[src/rtl/de_pkg.sv]
// Shared definitions for the decode-to-execute issue stage.
// Optional forwarding datapath is selected with the DE_BYPASS_EN macro.
package de_pkg;

  localparam int REG_AW = 5;
  localparam logic [REG_AW-1:0] REG_ZERO = 5'd0;

  // Forwarding source indices: lower index is younger and wins on a tie.
  localparam int FWD_EX  = 0;
  localparam int FWD_MEM = 1;
  localparam int FWD_WB  = 2;

  // A forwarding source matches when it holds a live writer of the same
  // non-zero register.
  function automatic logic fwd_hit(input logic valid, input logic wen,
                                   input logic [REG_AW-1:0] waddr,
                                   input logic [REG_AW-1:0] raddr);
    return valid & wen & (waddr == raddr) & (raddr != REG_ZERO);
  endfunction

endpackage

[src/rtl/de_issue_stage_fwd_select.sv]
// Per-operand forwarding selector: priority-encodes the matching
// forwarding sources (youngest wins) and resolves the operand and hazard.
// DE_BYPASS_EN defined: forwarded data is used, hazard only if the winning
// source is not ready. Undefined: operand always comes from the register
// file and any match on a used operand is a hazard.
module fwd_select
  import de_pkg::*;
#(
  parameter int XLEN = 32,
  parameter int NFWD = 3
) (
  input  logic [REG_AW-1:0]      raddr,
  input  logic                   rused,
  input  logic [XLEN-1:0]        rf_data,
  input  logic [NFWD-1:0]        fwd_valid,
  input  logic [NFWD-1:0]        fwd_wen,
  input  logic [NFWD*REG_AW-1:0] fwd_waddr,
  input  logic [NFWD-1:0]        fwd_rdy,
  input  logic [NFWD*XLEN-1:0]   fwd_data,
  output logic [XLEN-1:0]        opnd,
  output logic                   hazard
);

  localparam int IDXW = (NFWD > 1) ? $clog2(NFWD) : 1;

  logic [NFWD-1:0] match;
  logic            hit;
  logic [IDXW-1:0] win;
  logic [XLEN-1:0] sel_data;
  logic            sel_rdy;

  // Raw address match against every forwarding source.
  always_comb begin
    match = '0;
    for (int j = 0; j < NFWD; j++) begin
      match[j] = fwd_hit(fwd_valid[j], fwd_wen[j],
                         fwd_waddr[j*REG_AW +: REG_AW], raddr);
    end
  end

  // Priority encoder: scan oldest to youngest so the youngest match is last.
  always_comb begin
    hit = 1'b0;
    win = '0;
    for (int j = NFWD - 1; j >= FWD_EX; j--) begin
      if (match[j]) begin
        hit = 1'b1;
        win = IDXW'(j);
      end
    end
  end

  // Winner data/ready mux.
  always_comb begin
    sel_data = '0;
    sel_rdy  = 1'b0;
    for (int j = 0; j < NFWD; j++) begin
      if (win == IDXW'(j)) begin
        sel_data = fwd_data[j*XLEN +: XLEN];
        sel_rdy  = fwd_rdy[j];
      end
    end
  end

`ifdef DE_BYPASS_EN
  // Operand resolution with full forwarding; r0 always reads as zero.
  always_comb begin
    opnd   = rf_data;
    hazard = rused & hit & ~sel_rdy;
    if (raddr == REG_ZERO) begin
      opnd = '0;
    end else if (hit) begin
      opnd = sel_data;
    end
  end
`else
  // No bypass: wait until the writer has left the pipe; the write-before-read
  // register file then supplies the value.
  always_comb begin
    opnd   = (raddr == REG_ZERO) ? '0 : rf_data;
    hazard = rused & hit;
  end

  logic unused_fwd;
  assign unused_fwd = ^{sel_data, sel_rdy};
`endif

endmodule

[src/rtl/de_issue_stage.sv]
// Decode-to-execute issue stage: operand forwarding, hazard stall,
// valid/ready output register with flush, saturating stall counter.
// Optional full forwarding is enabled by defining DE_BYPASS_EN.
module de_issue_stage
  import de_pkg::*;
#(
  parameter int XLEN = 32,
  parameter int NSRC = 2,
  parameter int NFWD = 3,
  parameter int CW   = 64,
  parameter int CNTW = 32
) (
  input  logic                   clk,
  input  logic                   reset,
  input  logic                   in_valid,
  output logic                   in_ready,
  input  logic [NSRC*5-1:0]      in_raddr,
  input  logic [NSRC-1:0]        in_rused,
  input  logic [NSRC*XLEN-1:0]   in_rf_data,
  input  logic [4:0]             in_waddr,
  input  logic                   in_wen,
  input  logic [CW-1:0]          in_ctrl,
  input  logic [NFWD-1:0]        fwd_valid,
  input  logic [NFWD-1:0]        fwd_wen,
  input  logic [NFWD*5-1:0]      fwd_waddr,
  input  logic [NFWD-1:0]        fwd_rdy,
  input  logic [NFWD*XLEN-1:0]   fwd_data,
  input  logic                   flush,
  output logic                   out_valid,
  input  logic                   out_ready,
  output logic [CW-1:0]          out_ctrl,
  output logic [NSRC*XLEN-1:0]   out_opnd,
  output logic [4:0]             out_waddr,
  output logic                   out_wen,
  output logic [CNTW-1:0]        stall_cnt
);

  logic [NSRC*XLEN-1:0] opnd_res;
  logic [NSRC-1:0]      haz_vec;
  logic                 hazard;
  logic                 fire;

  for (genvar i = 0; i < NSRC; i++) begin : g_src
    fwd_select #(
      .XLEN (XLEN),
      .NFWD (NFWD)
    ) u_fwd_select (
      .raddr     (in_raddr[i*REG_AW +: REG_AW]),
      .rused     (in_rused[i]),
      .rf_data   (in_rf_data[i*XLEN +: XLEN]),
      .fwd_valid (fwd_valid),
      .fwd_wen   (fwd_wen),
      .fwd_waddr (fwd_waddr),
      .fwd_rdy   (fwd_rdy),
      .fwd_data  (fwd_data),
      .opnd      (opnd_res[i*XLEN +: XLEN]),
      .hazard    (haz_vec[i])
    );
  end

  // Handshake: a transfer happens on a side when valid & ready are both high
  // at the clock edge. in_ready never depends on in_valid; once out_valid is
  // raised, the payload stays bit-stable until out_ready is seen high.
  assign hazard   = |haz_vec;
  assign in_ready = ~flush & ~hazard & (~out_valid | out_ready);
  assign fire     = in_valid & in_ready;

  // Output register: flush kills, fire loads, acceptance without fire bubbles.
  always_ff @(posedge clk) begin
    if (reset) begin
      out_valid <= 1'b0;
      out_ctrl  <= '0;
      out_opnd  <= '0;
      out_waddr <= '0;
      out_wen   <= 1'b0;
    end else if (flush) begin
      out_valid <= 1'b0;
    end else if (fire) begin
      out_valid <= 1'b1;
      out_ctrl  <= in_ctrl;
      out_opnd  <= opnd_res;
      out_waddr <= in_waddr;
      out_wen   <= in_wen;
    end else if (out_ready) begin
      out_valid <= 1'b0;
    end
  end

  // Saturating count of cycles a presented instruction is held by a hazard.
  always_ff @(posedge clk) begin
    if (reset) begin
      stall_cnt <= '0;
    end else if (in_valid & hazard & ~flush & (stall_cnt != {CNTW{1'b1}})) begin
      stall_cnt <= stall_cnt + 1'b1;
    end
  end

endmodule

[config.mk]
export PLATFORM = sky130hd
export DESIGN_NAME = de_issue_stage
export DESIGN_NICKNAME = d
export VERILOG_FILES = /design/src/rtl/de_pkg.sv /design/src/rtl/de_issue_stage_fwd_select.sv /design/src/rtl/de_issue_stage.sv
export SDC_FILE = /design/constraint.sdc
export NUM_CORES = 1
export LEC_CHECK = 0
export BUFFER_PORTS_ARGS = -buffer_cell sky130_fd_sc_hd__clkbuf_2
export CORE_MARGIN = 10
export CORE_UTILIZATION = 24
export CTS_CLUSTER_DIAMETER = 60
export DETAILED_ROUTE_END_ITERATION = 8
export PLACE_DENSITY = 0.62
export SLEW_MARGIN = 20
export SYNTH_ARGS = -nofsm -noshare
export SYNTH_HDL_FRONTEND = slang
export SYNTH_HIERARCHICAL = 1
export SYNTH_SLANG_ARGS = --single-unit
[constraint.sdc]
create_clock -name clk -period 5.9 [get_ports clk]
set_input_delay 0.59 -clock clk [delete_from_list [all_inputs] [get_ports clk]]
set_output_delay 0.59 -clock clk [all_outputs]
set_load 0.005 [all_outputs]
# [After elaboration in Yosys (flattened, before gate mapping)]
# Index checks and enable logic that the tools add are counted.
[totals] ff_bits=167 latchBits=0 ramBits=0 rom_bits=0 inputBits=271 output_inout_bits=168 wordCells=59 memories=0
[op_classes] addsub=1 multipliers=0 div=0 order_cmp=0 eq_ne=7 n_shift=0 muxes=10 bitwise_logic=27 reduce_logical=8
[ops] operator="$mux 32" count=2
[ops] operator="$add 32x1->32 const B" count=1
[ops] operator="$ne 32x32->1 const B" count=1
[ops] operator="$eq 5x5->1" count=6
[ops] operator="$and 1x1->1" count=23
[ops] operator="$logic_not 5->1" count=2
[ops] operator="$reduce_bool 5->1" count=2
[ops] operator="$mux 1" count=8
[ops] operator="$reduce_or 2->1" count=2
[ops] operator="$not 1->1" count=3
[ops] operator="$reduce_and 2->1" count=1
[ops] operator="$reduce_bool 2->1" count=1
[ops] operator="$or 1x1->1" count=1

# [Depth between registers and ports, before layout]
[logic_depth] depth_word=13 mapped_depth=12 ltp_nobuf=9

# [Modules after synthesis]
# The synthesis kept the hierarchy.
[modules_own_cells] mod="de_issue_stage" instances=1 cells_each=785 area_per_inst_um2=6256.0 seq_area_each_um2=3343.2
[modules_own_cells] mod="fwd_select" instances=2 cells_each=60 area_per_inst_um2=425.4 seq_area_each_um2=0.0

# [Worst setup path before layout]
# OpenSTA, ideal clock, no wires.
[synth_timing] path_kind="input port to flip-flop" startpoint="in in_raddr[5]" endpoint="reg out_ctrl[36]" setup_ns=0.071 t_arrival_ns=2.722 required_ns=5.829 setup_slack_ns=3.108 path_stages=11 n_path_buf=3 cell_sequence="or4_4 > o21ai_0 > a31oi_1 > or2_2 > nor3_1 > and2_1 > buf_2 > buf_2 > buf_2 > nand2_1 > a21oi_1"
[synth_between] elab_chain_len=13 elab_cells_between_ends=20 cone_classes="3 x eq/ne; 3 x mux; 11 x bitwise; 3 x reduce/logical"
[synth_rtl] item="start, declared" line="de_issue_stage.sv:17" rtl="input logic [NSRC*5-1:0] in_raddr,"
[synth_rtl] item="$eq 5x5->1" line="de_pkg.sv:18" rtl="return valid & wen & (waddr == raddr) & (raddr != REG_ZERO);"
[synth_rtl] item="$and 1x1->1 (2 in a row)" line="de_pkg.sv:18"
[synth_rtl] item="$mux 1 (2 in a row)" line="de_issue_stage_fwd_select.sv:46" rtl="if (match[j]) begin"
[synth_rtl] item="$mux 1 *" line="de_issue_stage_fwd_select.sv:46"
[synth_rtl] item="$and 1x1->1 *" line="de_issue_stage_fwd_select.sv:81" rtl="hazard = rused & hit;"
[synth_rtl] item="net haz_vec[1]" line="de_issue_stage.sv:39" rtl="logic [NSRC-1:0] haz_vec;"
[synth_rtl] item="$reduce_or 2->1 *" line="de_issue_stage.sv:64" rtl="assign hazard = |haz_vec;"
[synth_rtl] item="$not 1->1 *" line="de_issue_stage.sv:65" rtl="assign in_ready = ~flush & ~hazard & (~out_valid | out_ready);"
[synth_rtl] item="$and 1x1->1 * (2 in a row)" line="de_issue_stage.sv:65"
[synth_rtl] item="net in_ready" line="de_issue_stage.sv:16" rtl="output logic in_ready,"
[synth_rtl] item="$and 1x1->1 *" line="de_issue_stage.sv:66" rtl="assign fire = in_valid & in_ready;"
[synth_rtl] item="$reduce_and 2->1 (no line) *"
[synth_rtl] item="end signal, assigned" line="de_issue_stage.sv:80" rtl="out_ctrl <= in_ctrl;"
[synth_rtl] item="end, declared" line="de_issue_stage.sv:31" rtl="output logic [CW-1:0] out_ctrl,"
# The timed path passes the listed nets; every way through them passes the cells marked *.
# A chain may end at the register's enable or synchronous reset.

# [Worst setup path in the final report]
[layout_timing] startpoint="in in_raddr[0]" endpoint="reg out_ctrl[16]"
[layout_between] elab_chain_len=13 elab_cells_between_ends=20 cone_classes="3 x eq/ne; 3 x mux; 11 x bitwise; 3 x reduce/logical"
[layout_rtl] item="$eq 5x5->1" line="de_pkg.sv:18"
[layout_rtl] item="$and 1x1->1 (2 in a row)" line="de_pkg.sv:18"
[layout_rtl] item="$mux 1 (2 in a row)" line="de_issue_stage_fwd_select.sv:46"
[layout_rtl] item="$mux 1 *" line="de_issue_stage_fwd_select.sv:46"
[layout_rtl] item="$and 1x1->1 *" line="de_issue_stage_fwd_select.sv:81"
[layout_rtl] item="net haz_vec[0]" line="de_issue_stage.sv:39"
[layout_rtl] item="$reduce_or 2->1 *" line="de_issue_stage.sv:64"
[layout_rtl] item="$not 1->1 *" line="de_issue_stage.sv:65"
[layout_rtl] item="$and 1x1->1 * (2 in a row)" line="de_issue_stage.sv:65"
[layout_rtl] item="$and 1x1->1 *" line="de_issue_stage.sv:66"
[layout_rtl] item="$reduce_and 2->1 (no line) *"
# Marked as above.

==> flow_results.org <==
** Run status
- The run finished with clean final reports.

** Drt
- Summed over all nets, wire length on met3 after detailed routing comes to 2407 um.
- After detailed routing, the number of remaining DRC violations is 0.
- Count of vias placed by the detailed router :: 7181
- Once detail routing completed, the nets flagged for antenna violations numbered 0.
- In the final routing, the length of wire on met1 measures 10150 um.
- In the detailed route, the total length drawn on met2 is 12140 um.
- The highest metal layer carrying signal wires in the routed design is met5.
- The final layout contains routed wiring with a total length of 25120 um.
- First-pass detailed-route iteration total :: 4
- Routed wire per std cell :: 15.64 um
- For this block, the initial DRC count from the detailed router was 427.
- After detailed routing, the number of vias per cell comes to 4.471.

** Clocking
- Hold buffer count at CTS :: 0
- Clock latency on the worst-skew pair :: 0.43 ns
- Once the clock tree was built, the setup fixing pass inserted 0 buffers.
- Clk root buf :: clkbuf_16
- Clock-pin slew was measured on the worst setup and hold paths at 0.07 ns.
- CTS sink cnt :: 167
- TritonCTS built the clock tree.
- In this run, post-CTS repair resized a total of 0 instances.
- H-tree level count :: 4
- Counting along the longest clock path gives a buffer depth of 2.
- TritonCTS created 17 clock buffers.

** Cells and area
- Area of combinational cells with multiple inputs :: 3468 um^2
- Summing all flip-flop and latch instances after layout gives 3343 um^2.
- Filler Cell Count :: 3130
- Area of all placed cells without fillers :: 9652 um^2
- In the final design database the tool counted 1481 nets.
- Measured on the finished design, the core utilization comes to 33.36%.
- For this run, the number of standard cells in the final layout without fillers is 1606.
- Area Overhead vs Synth :: 35.81%
- Fraction of final layout cells with drive strength greater than 1 :: 32.19%

** Synth
- Counting every instance in the synthesized netlist gives 905.
- Leading register cell type out of synthesis :: dfxtp_1
- Sequential cell area fraction in the yosys report :: 47.04%
- Synth Warn # :: 6
- Counting flops and latches in the post-synthesis netlist gives 167.
- Top cells by area, synth :: dfxtp_1 (47%), nand2_1 (15%), a21oi_1 (11%), nor2b_1 (6.2%), xor2_1 (3.1%)
- Fraction of synthesized cell area taken by the top area cell type :: 47.04%
- Number of synthesized flops with an enable pin :: 0
- Of all cell types, the one taking the most synthesized area is dfxtp_1.
- Post-synth net total :: 1177
- Post-synthesis cell type count :: 40
- After synthesis the cells add up to 7107 um^2.
- Of all flip-flops after synthesis, the portion carrying an async set or reset was 0%.
- Most common library cells after synthesis :: nand2_1 (285), dfxtp_1 (167), a21oi_1 (155)
- nand2_1 is the most common cell in the netlist.
- Each instance of the synthesized netlist takes up on average 7.853 um^2.

** Setup path
- STA classifies the critical path startpoint as an input pin.
- Launch point of the worst path :: in_raddr[0]
- Number of cells traversed by the worst register-to-register path :: 6
- In this run the critical register-to-register path is launched from out_valid.
- Highest fanout seen on the critical path :: 76
- By startpoint and endpoint, the worst setup path is classified as in2reg.
- R2R Path End :: out_ctrl[16]
- STA classifies the critical path endpoint as a register.
- STA puts the critical path data required time at 6.25 ns.
- At the worst endpoint, the arrival time is 4.01 ns.
- The setup check on the worst reg-to-reg path leaves a slack of 3.32 ns.

** Worst hold path
- The path with the worst hold slack has its endpoint at out_ctrl[21].
- Along the worst hold path, the cell count comes to 3.
- Class of the tightest hold or removal check :: in2reg
- Launch instance of the worst min-delay path :: in_ctrl[21]

** Floorplan
- I/O pin total :: 439
- The region available for standard cell placement spans 28940 um^2.
- Starting utilization of the core area :: 24.56%
- The die covers 36890 um^2.
- The die is 192.1 um wide.
- The floorplan has 62 rows.
- Die Height :: 192.1 um

** Placement
- Prior to clock tree synthesis, the placed netlist has a worst setup slack of 1.734 ns.
- PortBufs :: 339
- Final HPWL from detailed placement :: 18670 um
- Cell total after placement :: 1574
- Final Wtd Congestion :: 0.8556
- DP Area :: 9047 um^2

** Timing
- Final count of pins violating max slew :: 0
- Final worst hold slack :: 0.3660 ns
- Setup repair after global routing left no endpoint under its margin.
- Worst-case setup margin in the final layout :: 2.236 ns
- Based on the critical path, the design can be clocked at up to 273.0 MHz.
- Layout Skew :: 0.009715 ns
- At the pin with the least slew margin, the transition time is 1.050 ns.
- Setup violations remaining at the end of the flow were counted as 0.
- After layout, the minimum clock period comes to 3.664 ns.
- Relative slew slack :: 30.01%
- Total Neg Setup Slack :: 0 ns
- Final hold violation count :: 0
- Post-route clock period utilization :: 62.09%

** Pwr
- IR analysis of the VDD net gives a maximum drop of 0.1488 mV.
- The analysis attributes to cell leakage a power of 4.145 nW.
- Total power :: 2.621 mW
- Power density normalized to cell area :: 271.5 nW/um^2

** Global route
- Global routing consumed, over all layers together, 12.89% of the routing resources.
- The total overflow left after global routing is 0.
- Initial antenna violation count :: 2
- The first global-routing pass estimated 37540 um of wire.
- Maximum number of pins on one net before global-route repair :: 94
- Via count of the first global-routing pass :: 6908

** Job
- Max-cap violations in this run came to 0.
-- cell families (layout without fill, tap and decap cells) --
kind of cell / after synthesis / in the layout / share of synthesized area (%)
other: 0 / 1 / 0
adders and majority gates: 1 / 1 / 0.1760
buffers and inverters: 63 / 379 / 4.296
AOI/OAI and AO/OA: 187 / 187 / 14.03
DFF: 167 / 167 / 47.04
and+or+nand+nor: 448 / 448 / 29.49
muxes: 5 / 5 / 0.7746
xor gates and xnor gates: 34 / 34 / 4.190
-- worst max path at each step --
| stage | end | slack [ns] | cells past startpoint |
|---|---|---|---|
| after floorplan | out_ctrl[36] | 3.11 | 11 |
| after global placement | out_opnd[29] | 1.72 | 10 |
| after detailed placement | out_opnd[31] | 1.73 | 10 |
| after CTS | out_opnd[28] | 2.21 | 10 |
| after global routing | out_ctrl[20] | 1.96 | 10 |
| final | out_ctrl[16] | 2.24 | 10 |
-- worst max-delay path: stages --
cell,delay (ns)
clkbuf_2,0.15
or4_4,0.57
o21ai_0,0.27
a31oi_1,0.07
or2_2,0.36
nor3_1,0.49
and2_4,0.79
buf_4,0.39
nand2_1,0.08
a21oi_1,0.13
-- where the power goes --
part / switching [mW] / internal [mW] / total (mW)
Sequential: 0.0218 / 1.17 / 1.19
Clock: 0.501 / 0.646 / 1.15
Combinational: 0.156 / 0.124 / 0.280
Total: 0.679 / 1.94 / 2.62
-- state kept, by name (all words and copies together) (netlist names) --
signal     cells
out_opnd      64
out_valid      1
stall_cnt     32
out_ctrl      64
out_wen        1
out_waddr      5
-- final cells by class --
type | instances | area share (%)
Tap cell | 384 | 4.978
Antenna cell | 1 | 0.02593
Clock inverter | 13 | 1.685
Clock buffer | 18 | 4.550
Timing Repair Buffer | 345 | 18.07
Inverter | 3 | 0.1167
Multi-Input combinational cell | 675 | 35.93
Sequential cell | 167 | 34.64
-- placed cells by master (no fill, tap or decap), types with 5 or more instances in the layout --
cell type and count:
nor2_1 18, or3_1 10, clkbuf_16 17, nand3_1 10, nand4_1 14, clkbuf_2 338, nor4_1 10, buf_4 7
dfxtp_1 167, o21ai_0 12, xor2_1 25, xnor2_1 9, nand2_1 284, inv_6 5, a21oi_1 155, or4_1 11
o31ai_1 10, nor2b_1 70
-- layer usage --
| layer | global-route usage, % | vias to the layer above |
|---|---|---|
| met5 | 0 | - |
| met4 | 4.592 | 2 |
| met3 | 5.948 | 24 |
| met2 | 21.26 | 239 |
| met1 | 14.34 | 3284 |
| li1 | - | 3632 |
No activity file was read; power rests on OpenSTA's default activity.
